### config.mk
export PLATFORM = sky130hd
export DESIGN_NAME = regfile_write_arbiter
export DESIGN_NICKNAME = d
export VERILOG_FILES = /design/src/rtl/regfile_write_arbiter.sv
export SDC_FILE = /design/constraint.sdc
export NUM_CORES = 1
export LEC_CHECK = 0
export ABC_AREA = 1
export BUFFER_PORTS_ARGS = -buffer_cell sky130_fd_sc_hd__buf_2
export CORE_ASPECT_RATIO = 1.1
export CORE_MARGIN = 3
export CORE_UTILIZATION = 35
export DETAILED_ROUTE_END_ITERATION = 8
export SYNTH_ARGS = -nofsm -noshare
export SYNTH_HDL_FRONTEND = slang
export SYNTH_SLANG_ARGS = --single-unit
### constraint.sdc
create_clock -name CLK -period 3.8 [get_ports CLK]
set_input_delay 0.95 -clock CLK [delete_from_list [all_inputs] [get_ports CLK]]
set_output_delay 0.95 -clock CLK [all_outputs]
set_load 0.05 [all_outputs]
### src/rtl/regfile_write_arbiter.sv
// Register-file write-port arbiter: the pipeline writeback has priority, and
// long-latency (LSU/divider) results queue in a FIFO that drains into idle
// slots. A starvation counter forces a one-cycle pipeline hold.
module regfile_write_arbiter #(
  parameter int unsigned REGISTER_WIDTH = 32,
  parameter int unsigned REGISTER_DEPTH = 32,
  parameter int unsigned FIFO_DEPTH     = 4,
  parameter int unsigned STARVE_LIMIT   = 8,
  localparam int unsigned AW            = $clog2(REGISTER_DEPTH)
) (
  input  logic                      CLK,
  input  logic                      RST,
  input  logic                      PIPE_WB_VALID,
  input  logic [AW-1:0]             PIPE_WB_ADDRESS,
  input  logic [REGISTER_WIDTH-1:0] PIPE_WB_DATA,
  input  logic                      LSU_VALID,
  output logic                      LSU_READY,
  input  logic [AW-1:0]             LSU_ADDRESS,
  input  logic [REGISTER_WIDTH-1:0] LSU_DATA,
  input  logic [AW-1:0]             RS1_ADDRESS,
  input  logic [AW-1:0]             RS2_ADDRESS,
  output logic                      RS1_HAZARD,
  output logic                      RS2_HAZARD,
  output logic                      PIPE_HOLD,
  output logic [AW-1:0]             RD_ADDRESS,
  output logic [REGISTER_WIDTH-1:0] RD_DATA,
  output logic                      RD_WRITE_EN
);

  localparam int unsigned PW = $clog2(FIFO_DEPTH);
  localparam int unsigned CW = PW + 1;
  localparam int unsigned SW = $clog2(STARVE_LIMIT + 1);

  typedef enum logic [1:0] {
    ST_IDLE,
    ST_DRAIN,
    ST_BLOCKED,
    ST_FORCE
  } state_t;

  logic [AW-1:0]             fifo_addr [FIFO_DEPTH];
  logic [REGISTER_WIDTH-1:0] fifo_data [FIFO_DEPTH];
  logic [FIFO_DEPTH-1:0]     fifo_valid;
  logic [PW-1:0]             wr_ptr;
  logic [PW-1:0]             rd_ptr;
  logic [CW-1:0]             count;
  logic [CW-1:0]             count_next;
  logic [SW-1:0]             starve_cnt;
  logic [SW-1:0]             starve_next;
  state_t                    state;
  state_t                    state_next;
  logic                      rd_from_lsu;

  logic full;
  logic empty;
  logic accept;
  logic enq;
  logic pipe_win;
  logic pop;
  logic blocked;
  logic hold_next;

  assign full      = (count == CW'(FIFO_DEPTH));
  assign empty     = (count == '0);
  assign LSU_READY = !full && !RST;
  assign accept    = LSU_VALID && LSU_READY;
  // Writes to x0 are acknowledged but never queued.
  assign enq       = accept && (LSU_ADDRESS != '0);
  assign pipe_win  = (state != ST_FORCE) && PIPE_WB_VALID;
  assign pop       = !pipe_win && !empty;
  assign blocked   = pipe_win && !empty;

  // Next occupancy, starvation count and arbiter mode.
  always_comb begin
    count_next  = count + CW'(enq) - CW'(pop);
    starve_next = starve_cnt;
    hold_next   = 1'b0;
    state_next  = ST_IDLE;
    if (pop || empty) begin
      starve_next = '0;
    end else if (blocked) begin
      starve_next = starve_cnt + SW'(1);
    end
    hold_next = blocked && (starve_next == SW'(STARVE_LIMIT));
    if (hold_next) begin
      state_next = ST_FORCE;
    end else if (count_next == '0) begin
      state_next = ST_IDLE;
    end else if (blocked) begin
      state_next = ST_BLOCKED;
    end else begin
      state_next = ST_DRAIN;
    end
  end

  // Queue payload storage; occupancy is tracked by the valid bits.
  always_ff @(posedge CLK) begin
    if (enq) begin
      fifo_addr[wr_ptr] <= LSU_ADDRESS;
      fifo_data[wr_ptr] <= LSU_DATA;
    end
  end

  // Queue control, arbiter state and the registered write port.
  always_ff @(posedge CLK or posedge RST) begin
    if (RST) begin
      wr_ptr      <= '0;
      rd_ptr      <= '0;
      count       <= '0;
      fifo_valid  <= '0;
      starve_cnt  <= '0;
      state       <= ST_IDLE;
      PIPE_HOLD   <= 1'b0;
      RD_ADDRESS  <= '0;
      RD_DATA     <= '0;
      RD_WRITE_EN <= 1'b0;
      rd_from_lsu <= 1'b0;
    end else begin
      count      <= count_next;
      starve_cnt <= starve_next;
      state      <= state_next;
      PIPE_HOLD  <= hold_next;
      if (enq) begin
        wr_ptr             <= wr_ptr + PW'(1);
        fifo_valid[wr_ptr] <= 1'b1;
      end
      if (pop) begin
        rd_ptr             <= rd_ptr + PW'(1);
        fifo_valid[rd_ptr] <= 1'b0;
      end
      if (pipe_win) begin
        RD_ADDRESS  <= PIPE_WB_ADDRESS;
        RD_DATA     <= PIPE_WB_DATA;
        RD_WRITE_EN <= (PIPE_WB_ADDRESS != '0);
        rd_from_lsu <= 1'b0;
      end else if (pop) begin
        RD_ADDRESS  <= fifo_addr[rd_ptr];
        RD_DATA     <= fifo_data[rd_ptr];
        RD_WRITE_EN <= 1'b1;
        rd_from_lsu <= 1'b1;
      end else begin
        RD_WRITE_EN <= 1'b0;
        rd_from_lsu <= 1'b0;
      end
    end
  end

  // Source-register hazards against queued and in-flight LSU writes.
  always_comb begin
    RS1_HAZARD = rd_from_lsu && (RD_ADDRESS == RS1_ADDRESS);
    RS2_HAZARD = rd_from_lsu && (RD_ADDRESS == RS2_ADDRESS);
    for (int unsigned i = 0; i < FIFO_DEPTH; i++) begin
      if (fifo_valid[i] && (fifo_addr[i] == RS1_ADDRESS)) RS1_HAZARD = 1'b1;
      if (fifo_valid[i] && (fifo_addr[i] == RS2_ADDRESS)) RS2_HAZARD = 1'b1;
    end
    if (RS1_ADDRESS == '0) RS1_HAZARD = 1'b0;
    if (RS2_ADDRESS == '0) RS2_HAZARD = 1'b0;
  end

endmodule

======== Word-level counts from Yosys, hierarchy flattened ========
Memory sizes are Yosys's and may differ from the RTL's.
Cells that the tools add are included.
cells by class
  $add $sub $neg .......................... 5
  multipliers ............................. 0
  divide/modulo/power cells ............... 0
  magnitude comparators ................... 4
  equal/unequal tests ..................... 13
  shift-type cells ........................ 0
  multiplexer cells ....................... 30
  bitwise gates (word level) .............. 3
  reduce and logical (&&, ||, !) cells .... 31
operator list
  cell                                                                   number
  32-bit 2-to-1 mux                                                      2
  5-bit equality test                                                    10
  1-bit logical AND                                                      19
  1-bit 2-to-1 mux                                                       17
  4-bit 2-to-1 mux                                                       4
  5-bit logical NOT                                                      2
  5-bit 2-to-1 mux                                                       2
  5-bit nonzero test                                                     2
  3-bit logical NOT                                                      2
  2-bit by 3-bit < comparator with 1-bit output, second input constant   2
  2-bit 2-to-1 mux                                                       3
  2-bit by 1-bit adder with 2-bit output, second input constant          2
  4-bit by 1-bit adder with 4-bit output, second input constant          1
  4-bit AND                                                              1
  1-bit demux with 2-bit select                                          2
  4-bit equality test, second input constant                             1
  2-bit by 1-bit >= comparator with 1-bit output, second input constant  2
  1-bit logical NOT                                                      4
  4-bit NOT                                                              1
  4-bit bitwise OR                                                       1
  3-bit by 1-bit adder with 3-bit output                                 1
  3-bit equality test, second input constant                             1
  3-bit by 1-bit subtractor with 3-bit output                            1
  2-bit inequality test, second input constant                           1
  2 further kinds                                                        2
storage, ports and cells
  register bits after elaboration ......... 57
  latch bits .............................. 0
  bits in writable memories ............... 148
  bits in read-only memories .............. 0
  bits of input ports ..................... 88
  output and inout port bits .............. 42
  logic and storage cells ................. 99
  memories kept ........................... 2
memories
  name       words  width  read ports  clocked after Yosys merged registers in  wr ports  RTL line  source
  fifo_data  4      32     1           0                                        1         42        logic [REGISTER_WIDTH-1:0] fifo_data [FIFO_DEPTH];
  fifo_addr  4      5      5           0                                        1         41        logic [AW-1:0] fifo_addr [FIFO_DEPTH];

======== Depth between registers and ports, before layout ========
  depth after elaboration ................. 10
  gate-level depth with buffers ........... 15
  depth with buffers taken out ............ 15

======== Worst setup path after synthesis ========
Ideal clock, no wire load.
  path kind ............................... input port to flip-flop
  from .................................... input port RST
  to ...................................... register state[0]
  library setup time ...................... 0.118 ns
  data arrival time ....................... 3.192 ns
  data required time ...................... 3.682 ns
  slack ................................... 0.490 ns
  cell stages on the path ................. 14
  path buffers ............................ 0
  cell sequence ........................... a21oi_2 -> nand2_1 -> nor2_4 -> inv_1 -> ha_1 -> inv_1 -> ha_1 -> fa_1 -> xor2_1 -> xor2_1 -> inv_1 -> nand2_1 -> nand2_1 -> nand2_1
between the ends
  cells in the longest elaborated chain, start to end .. 9
RTL lines
  what                                         RTL line  source
  start, declared                              12        input logic RST,
  1-bit logical NOT (no line)                  n/a
  1-bit logical AND                            65        assign LSU_READY = !full && !RST;
  1-bit logical AND                            66        assign accept = LSU_VALID && LSU_READY;
  1-bit logical AND                            68        assign enq = accept && (LSU_ADDRESS != '0);
  3-bit by 1-bit adder with 3-bit output       75        count_next = count + CW'(enq) - CW'(pop);
  3-bit by 1-bit subtractor with 3-bit output  75
  via count_next[2]                            47        logic [CW-1:0] count_next;
  3-bit logical NOT                            87        end else if (count_next == '0) begin
  2-bit 2-to-1 mux                             87
  2-bit 2-to-1 mux                             85        if (hold_next) begin
  via state_next[0]                            51        state_t state_next;
  end signal, assigned                         121       state <= state_next;
  end, declared                                50        state_t state;
The timed path passes the listed nets, and every way through them passes these cells.
A chain may end at the register's enable or synchronous reset.

======== Worst setup path in the final report ========
  from .................................... input port RS2_ADDRESS[3]
  to ...................................... output port RS2_HAZARD
between the ends
  cells in the longest elaborated chain, start to end .. 7
  elaborated cells on any way between the ends .. 16
  classes of those cells .................. eq/ne: 5; mux: 5; reduce/logical: 6
RTL lines
  what                                           RTL line  source
  start, declared                                21        input logic [AW-1:0] RS2_ADDRESS,
  5-bit equality test, on equally long branches  151, 154
  1-bit logical AND, on equally long branches    151, 154
  1-bit 2-to-1 mux (4 in a row)                  154       if (fifo_valid[i] && (fifo_addr[i] == RS2_ADDRESS)) RS2_HAZARD = 1'b1;
  1-bit 2-to-1 mux (*)                           157       if (RS2_ADDRESS == '0) RS2_HAZARD = 1'b0;
  end, declared                                  23        output logic RS2_HAZARD,
Every way passes the cells marked *; elsewhere a longest branch is shown, timed or not.

==> impl_metrics.toml <==
[cells_and_area]
final_cell_count_no_fill = 1390
drive_above_1_share_pct = 18.5
fillers = 2491
stdcell_area_um2 = 10800
synthToLayoutAreaGrowth_pct = 18.8
final_util_pct = 42.5
nets = 1128

[worst_setup_path]
r2r_start = "count[0]$_DFF_PP0_"
cp-end-kind = "output pin"
path_max_fanout = 7
crit_path_start_kind = "primary input"
setup.worst_path.start = "RS2_ADDRESS[3]"
crit_required_ns = 2.85
reg2reg_depth = 14
cp-endpoint = "RS2_HAZARD"
worstSetupPathType = "in -> out"
reg2reg_to = "state[1]$_DFF_PP0_"
arrival_ns = 2.08
regToRegSetupSlack_ns = 1.08

[yosys]
syn_area_um2 = 9130
synth_top_area_share_pct = 48.7
synth-seq-area-share_pct = 64.3
ys.warnings.count = 0
synth_area_per_cell_um2 = 10.1
synth_largest_area_cell = "edfxtp_1"
synth_cells = 902
ys_ff_latch = 205
syn_nets = 1003
ys_types = 27
synth_area_leaders = "edfxtp_1, dfrtp_1, nor2_1, nand2_1, a21oi_1"

[sta]
post-route-period-util_pct = 79.8
setup_viol = 0
fmax_mhz = 330
post-route-min-period_ns = 3.03
whs_ns = 0.463
skew_ns = 0.0151
worst_slack_ns = 0.768
hold_violations = 0
slew_violations = 0
rsz0062_at_grt = "no"
maxSlewHeadroom_pct = 39.5
tightest_slew_ns = 0.908
setup-tns-final_ns = 0

[floorplanning]
start_util_pct = 35.8
core_um2 = 25500
die_h_um = 175
dieArea_um2 = 28100
placementRows = 61
die_x_um = 160
ios = 130

[place]
routabilityCongestion = 0.917
io_buffers = 129
pre_cts_ws_ns = 0.617
place_area_um2 = 10100
dp_cells = 1348
dp_hpwl_um = 15600

[cts]
cts_tree = "built"
cts-root-buf = "clkbuf_16"
ctsResizeCount = 0
clock_sinks = 205
cts_setup_buffers = 0
cts.path.max_buffers = 3
htree_num_levels = 1
numCtsBuffers = 23
ctsHoldBuffers = 0
clock_latency_ns = 0.51
clk_pin_slew_ns = 0.06

[routing]
drt-pass1-iter-count = 5
drt-wirelength-per-cell_um = 17.2
via_per_inst = 4.85
drc = 0
drt_wl_total_um = 23900
vias = 6736
drtIter0Drc = 400
ant_nets = 0

[run]
max_cap_viol_count = 0

[global_routing]
gr-usage-all-layers_pct = 17.1
gr-total-overflow = 0
grt_max_degree = 85
grt_first_pass_wirelength_um = 38300
antenna_found_initial = 3
grt_pass1_vias = 6855

[power_and_ir_drop]
power_leakage_nw = 4.56
p_per_area_nw_per_um2 = 798
vdd_ir_drop_max_mv = 0.495
fin_total_pwr_mw = 8.65

[outcome]
status = "completed"

[worst_hold_path]
hold_path.class = "in -> async"
## cells in the final DEF, fill, tap and decap left out
cell / n
bufinv_16: 4
buf_2: 129
o21ai_0: 58
dfrtp_1: 56
edfxtp_1: 148
nand2_2: 2
clkbuf_1: 6
nor2_1: 175
nand2_1: 152
o21ai_1: 64
inv_1: 60
fa_1: 1
inv_2: 4
ha_1: 12
nor2_4: 1
o211ai_1: 6
nor2_2: 1
nor3_1: 3
o41ai_1: 1
clkinv_1: 1
nand3_1: 21
a21oi_2: 6
diode_2: 1
dfrtp_2: 1
nor4_1: 1
clkbuf_16: 23
clkinv_4: 2
buf_4: 14
clkinv_2: 2
inv_6: 1
xor2_1: 12
a21oi_1: 69
nand3_2: 1
clkbuf_8: 2
a21boi_1: 4
## cells by family after synthesis
family	share of synthesized area [%]
AOI/OAI and AO/OA	12.0
xor gates and xnor gates	1.15
adders and majority gates	1.86
buffers and inverters	5.48
DFF	64.3
and+or+nand+nor	15.2
## power breakdown
part / internal [mW] / switching, mW / total, mW
registers: 2.88 / 0.263 / 3.14
logic: 0.872 / 2.34 / 3.22
clock network: 1.43 / 0.871 / 2.30
total: 5.18 / 3.48 / 8.65
## synth_stat cells
cell      count
a21boi_1      4
a21oi_1      69
a21oi_2       6
buf_2        20
buf_4         7
buf_6         5
clkbuf_1      3
clkbuf_2      8
dfrtp_1      57
edfxtp_1    148
fa_1          1
ha_1         12
inv_1        61
inv_2         3
nand2_1     152
nand2_2       2
nand3_1      22
nor2_1      175
nor2_2        1
nor2_4        1
nor3_1        3
nor4_1        1
o211ai_1      6
o21ai_0      58
o21ai_1      64
o41ai_1       1
xor2_1       12
## sequential cells by signal (all words and copies together) (netlist names)
signal,cells
rd_from_lsu,1
fifo_valid,4
fifo_data,128
RD_ADDRESS,5
rd_ptr,2
wr_ptr,2
state,2
RD_DATA,32
PIPE_HOLD,1
count,3
fifo_addr,20
starve_cnt,4
RD_WRITE_EN,1
## per-layer routing
layer	global-route usage (%)	part of all wire (%)	vias to the layer above
met5	0	0.029	-
met2	28.5	47	209
li1	-	-	3283
met4	4.56	2.0	2
met3	3.66	7.0	36
met1	22.9	43	3206
## critical path, stage by stage
cell and delay, ns:
buf_2 0.14, inv_1 0.14, nand2_1 0.08, nand2_1 0.05, nor2_1 0.14, nand3_1 0.09
nand3_1 0.09, nor2_1 0.05, nor2_1 0.07, buf_2 0.26
## worst min-delay path by stage
stage | slack (ns) | cells after the start | end | start
after floorplan | 0.49 | 1 | wr_ptr[0]$_DFFE_PP0N_ | wr_ptr[0]$_DFFE_PP0N_
after global placement | 0.49 | 2 | RD_DATA[29]$_DFFE_PP0P_ | RD_DATA[29]$_DFFE_PP0P_
after detailed placement | 0.50 | 2 | RD_DATA[5]$_DFFE_PP0P_ | RD_DATA[5]$_DFFE_PP0P_
after CTS | 0.45 | 2 | rd_ptr[1]$_DFFE_PP0N_ | RST
after global routing | 0.47 | 2 | rd_ptr[1]$_DFFE_PP0N_ | RST
final | 0.46 | 2 | rd_ptr[1]$_DFFE_PP0N_ | RST
## final cells by class
cell class	instances	area, µm²	share of cell area (%)
Clock inverter	10	160	1.48
Timing Repair Buffer	143	751	6.92
Sequential cell	205	5870	54.1
Tap cell	346	433	3.99
Multi-Input combinational cell	590	2760	25.5
Antenna cell	1	2.50	0.0231
Clock buffer	31	626	5.77
Inverter	64	240	2.22
Power figures use the tool's default switching activity.
